**src/rtl/dcp_serializer.sv**
```systemverilog
// dcp_serializer: wide-to-narrow Decoupled down-converter, emits lanes LSB-first.
// Define DCP_SER_FRMCNT_EN to build the saturating emitted-frame counter on oFrmCnt.
module dcp_serializer #(
    parameter int IN_W = 32,
    parameter int OUT_W = 8,
    localparam int RATIO = IN_W / OUT_W,
    localparam int LW = (RATIO > 1) ? $clog2(RATIO) : 1
) (
    input  logic              iClk,
    input  logic              iRst,
    input  logic              iDcpIn_Vld,
    output logic              iDcpIn_Rdy,
    input  logic [IN_W+LW:0]  iDcpIn_Pld,
    output logic              oDcpOut_Vld,
    input  logic              oDcpOut_Rdy,
    output logic [OUT_W:0]    oDcpOut_Pld,
    input  logic              iFlush,
    output logic              oBusy,
    output logic [15:0]       oFrmCnt
);
    typedef enum logic {IDLE, SHIFT} state_t;
    state_t            r_state;
    logic [LW-1:0]     r_cnt;
    logic [LW-1:0]     r_lim;
    logic [IN_W-1:0]   r_held;
    logic              r_last;
    logic              w_in_last;
    logic [LW-1:0]     w_lanes;
    logic [LW-1:0]     w_lim;
    logic              w_fin;
    logic              w_hs;
    logic              w_acc;
    assign w_in_last = iDcpIn_Pld[IN_W+LW];
    assign w_lanes = iDcpIn_Pld[IN_W +: LW];
    // Only a last word may end early; out-of-range lane counts clamp to a full word.
    assign w_lim = !w_in_last ? LW'(RATIO - 1) :
                   (32'(w_lanes) >= RATIO) ? LW'(RATIO - 1) : w_lanes;
    assign w_fin = r_cnt == r_lim;
    assign w_hs = oDcpOut_Vld && oDcpOut_Rdy;
    assign iDcpIn_Rdy = !iRst && !iFlush && (r_state == IDLE || (oDcpOut_Rdy && w_fin));
    assign w_acc = iDcpIn_Vld && iDcpIn_Rdy;
    assign oDcpOut_Vld = r_state == SHIFT;
    assign oBusy = r_state == SHIFT;
    assign oDcpOut_Pld = {r_last && w_fin, r_held[32'(r_cnt) * OUT_W +: OUT_W]};
    always_ff @(posedge iClk or posedge iRst) begin
        if (iRst) begin
            r_state <= IDLE;
            r_cnt <= '0;
            r_lim <= '0;
            r_held <= '0;
            r_last <= 1'b0;
        end else if (iFlush) begin
            r_state <= IDLE;
            r_cnt <= '0;
        end else if (w_acc) begin
            r_state <= SHIFT;
            r_cnt <= '0;
            r_lim <= w_lim;
            r_held <= iDcpIn_Pld[IN_W-1:0];
            r_last <= w_in_last;
        end else if (w_hs) begin
            if (w_fin) begin
                r_state <= IDLE;
                r_cnt <= '0;
            end else begin
                r_cnt <= r_cnt + 1'b1;
            end
        end
    end
`ifdef DCP_SER_FRMCNT_EN
    logic [15:0] r_frm;
    always_ff @(posedge iClk or posedge iRst) begin
        if (iRst)
            r_frm <= '0;
        else if (w_hs && oDcpOut_Pld[OUT_W] && r_frm != 16'hFFFF)
            r_frm <= r_frm + 16'd1;
    end
    assign oFrmCnt = r_frm;
`else
    assign oFrmCnt = 16'h0;
`endif
endmodule

```
**config.mk**
```make
export PLATFORM = sky130hd
export DESIGN_NAME = dcp_serializer
export DESIGN_NICKNAME = d
export VERILOG_FILES = /design/src/rtl/dcp_serializer.sv
export SDC_FILE = /design/constraint.sdc
export NUM_CORES = 1
export LEC_CHECK = 0
export CAP_MARGIN = 20
export CORE_MARGIN = 5
export CORE_UTILIZATION = 40
export CTS_CLUSTER_SIZE = 16
export DETAILED_ROUTE_END_ITERATION = 6
export PLACE_DENSITY_LB_ADDON = 0.3
export SYNTH_ARGS = -nofsm -noshare
export SYNTH_HDL_FRONTEND = slang
export SYNTH_SLANG_ARGS = --single-unit
```
**constraint.sdc**
```tcl
create_clock -name iClk -period 2.1 [get_ports iClk]
set_input_delay 0.21 -clock iClk [delete_from_list [all_inputs] [get_ports iClk]]
set_output_delay 0.21 -clock iClk [all_outputs]
set_load 0.02 [all_outputs]
```
==> reports/results.ini <==
[synthesis]
synth.area.top_cells=dfrtp_1 (51%), mux2_2 (20%), mux4_2 (9.7%)
yosysWarnings=0
netlist_instances=129
synth_compound_area_frac=0.0399
netlist_area_mm2=0.00185
ys_types=27
synth_ff_type=dfrtp_1
yosysTopAreaCellShare=0.514
yosysMostFrequentCell=dfrtp_1
yosys.area_share.simple=0.0297
synth_edf_count=0
muxShareOfSynthArea=0.309
yosys.area.top_type=dfrtp_1
synthXorXnorAreaFrac=0.00946
yosys-top-cells-count=dfrtp_1 (38), mux2_2 (33), buf_4 (17), mux4_2 (8)
synthAdderAreaFrac=0
synth_top_family_by_area=multiplexers
async_flop_share=1.00
yosys_register_bits=38
ys_seq_area_frac=0.514
avgSynthCellArea_um2=14.4

[timing]
skew_ps=3.54
hold_viol=0
finalSetupViolCount=0
period_needed_ps=2000
rsz0062_at_grt=false
tns_ps=0
period_share=0.952
drv_slew=0
max_freq_ghz=0.500

[critical_path]
startpoint=r_cnt[0]
r2r_cells=5
crit_required_ps=1890
critPathArrivalTime_ps=1790
cp_cell_sequence=buf_4 > mux4_2 > dlygate4sd2_1
end_kind=output port
cp_slowest_cell=mux4_2
worstPathMaxFanout=8
critPathLaunchType=flop
regToRegStartpoint=r_lim[0]
crit_path_max_incr_delay_ps=520
worstSetupPathType=flop to output port

[finish]
diodes=0
fillers=367
utilization=0.557
drive_above_1_share=0.301
multiInputGateArea_um2=795
nets=225
regArea_um2=951
area_growth_pct=32.8

[route]
drt-wirelength-per-cell_um=16.3
dr.pass1.iters=6
vias=1198
drc=0
vias_per_cell=5.03
wl_mm=3.88
antenna_left=0
drt_first_iter_violations=41

[grt]
grt_overflow=0
grt_max_degree=39
grt_pass1_wl_mm=6.44
grt.total_usage=0.133
antenna_found_initial=0
grt_pass1_vias=1380

[die]
die_x_um=78.0
io_pins=68
initial_utilization=0.420
dieArea_mm2=0.00609
die_height_um=78.0
num_rows=24
core-area_mm2=0.00441

[clocking]
htree_num_levels=2
cts_tree=yes
cts-hold-fix-buffers=0
cts_root_buf=clkbuf_8
path_clk_slew_ps=70
cts_buffers=5
cts_buffer_depth=2
insertion_delay_ps=280
cts_sinks=38

[hold_path]
hold_path_class=input port to asynchronous set/reset pin

[power]
power_density_mw_per_mm2=821
ir_drop_uv=558
leakage_nw=1.03

[outcome]
status=completed

[placed_design]
gp_congestion=0.709
place_hpwl_mm=2.91
portBuffers=51

[job]
max-cap-violations=0

## layout make-up
class                      count  area share
clock buffer                   7      0.0351
clock inverter                 1     0.00204
inverter                       2     0.00305
multi-input combinational     82       0.323
sequential                    38       0.387
tap                           52      0.0265
timing repair buffer          56       0.223
## power by group
group / internal [mW] / switching, mW
Sequential: 0.892 / 0.0911
Clock: 0.265 / 0.241
Combinational: 0.311 / 0.219
## state kept, by name, summed over array words and instances, names as in the netlist
| register | cells |
|---|---|
| r_cnt | 2 |
| r_held | 32 |
| oBusy | 1 |
| r_last | 1 |
| r_lim | 2 |
## logic make-up after synthesis
group / count (synthesis)
compound gates: 10
xor+xnor: 2
buf+inv: 24
flops: 38
mux: 43
other cells: 1
simple gates: 11
## worst max-delay path: cells and delay by family, from the launching register on
family / cells / cell delay [ps]
flops: 1 / 410
mux: 1 / 520
buf+inv: 2 / 570
## what timing repair did
item                                   CTS  global route
setup endpoints to repair                9             2
gates resized for setup                  9             2
setup buffers                            0             0
endpoints found under the hold margin    0             0
gates cloned                             0             0
## through the flow
step | hold WS [ps] | setup WS, ps | instances | area, µm² | power (mW)
final | 414 | 102 | 238 | 2460 | 2.02
after global routing | 472 | 21.1 | 238 | 2460 | 2.13
after CTS | 427 | 107 | 238 | 2440 | 2.04
after detailed placement | 487 | 182 | 230 | 2360 | 1.56
after global placement | 467 | 205 | 230 | 2360 | 1.52
after floorplan | 273 | 400 | 144 | 1910 | 1.34
## cell usage in the layout (no fill, tap or decap), types with 2 or more instances in the layout
master           netlist  routed
clkbuf_8               0       6
inv_1                  2       2
clkdlybuf4s50_1        0      42
buf_4                 17       4
a21oi_1                3       3
mux2_2                33      33
dlygate4sd2_1          0       9
nor2_1                 2       2
conb_1                 1      16
o21ai_0                2       2
xnor2_2                0       2
nand2_1                3       3
mux4_2                 8       8
dfrtp_1               38      38
## per-layer routing
metal | global-route usage | routed length [µm] | vias to the layer above
li1 | - | - | 544
met1 | 0.150 | 1450 | 581
met2 | 0.223 | 1940 | 64
met3 | 0.0549 | 412 | 9
met4 | 0.0557 | 80 | 0
met5 | 0 | 0 | -
## final timing paths
check | slack [ps] | to
worst max-delay path | 100 | oDcpOut_Pld[0]
worst min-delay path | 410 | r_held[29]
worst max register to register | 310 | r_held[1]
worst min register to register | 490 | r_held[11]
max in group asynchronous | 1340 | r_held[1]
min in group iClk | 490 | r_held[11]
No activity file was read; power rests on OpenSTA's default activity.
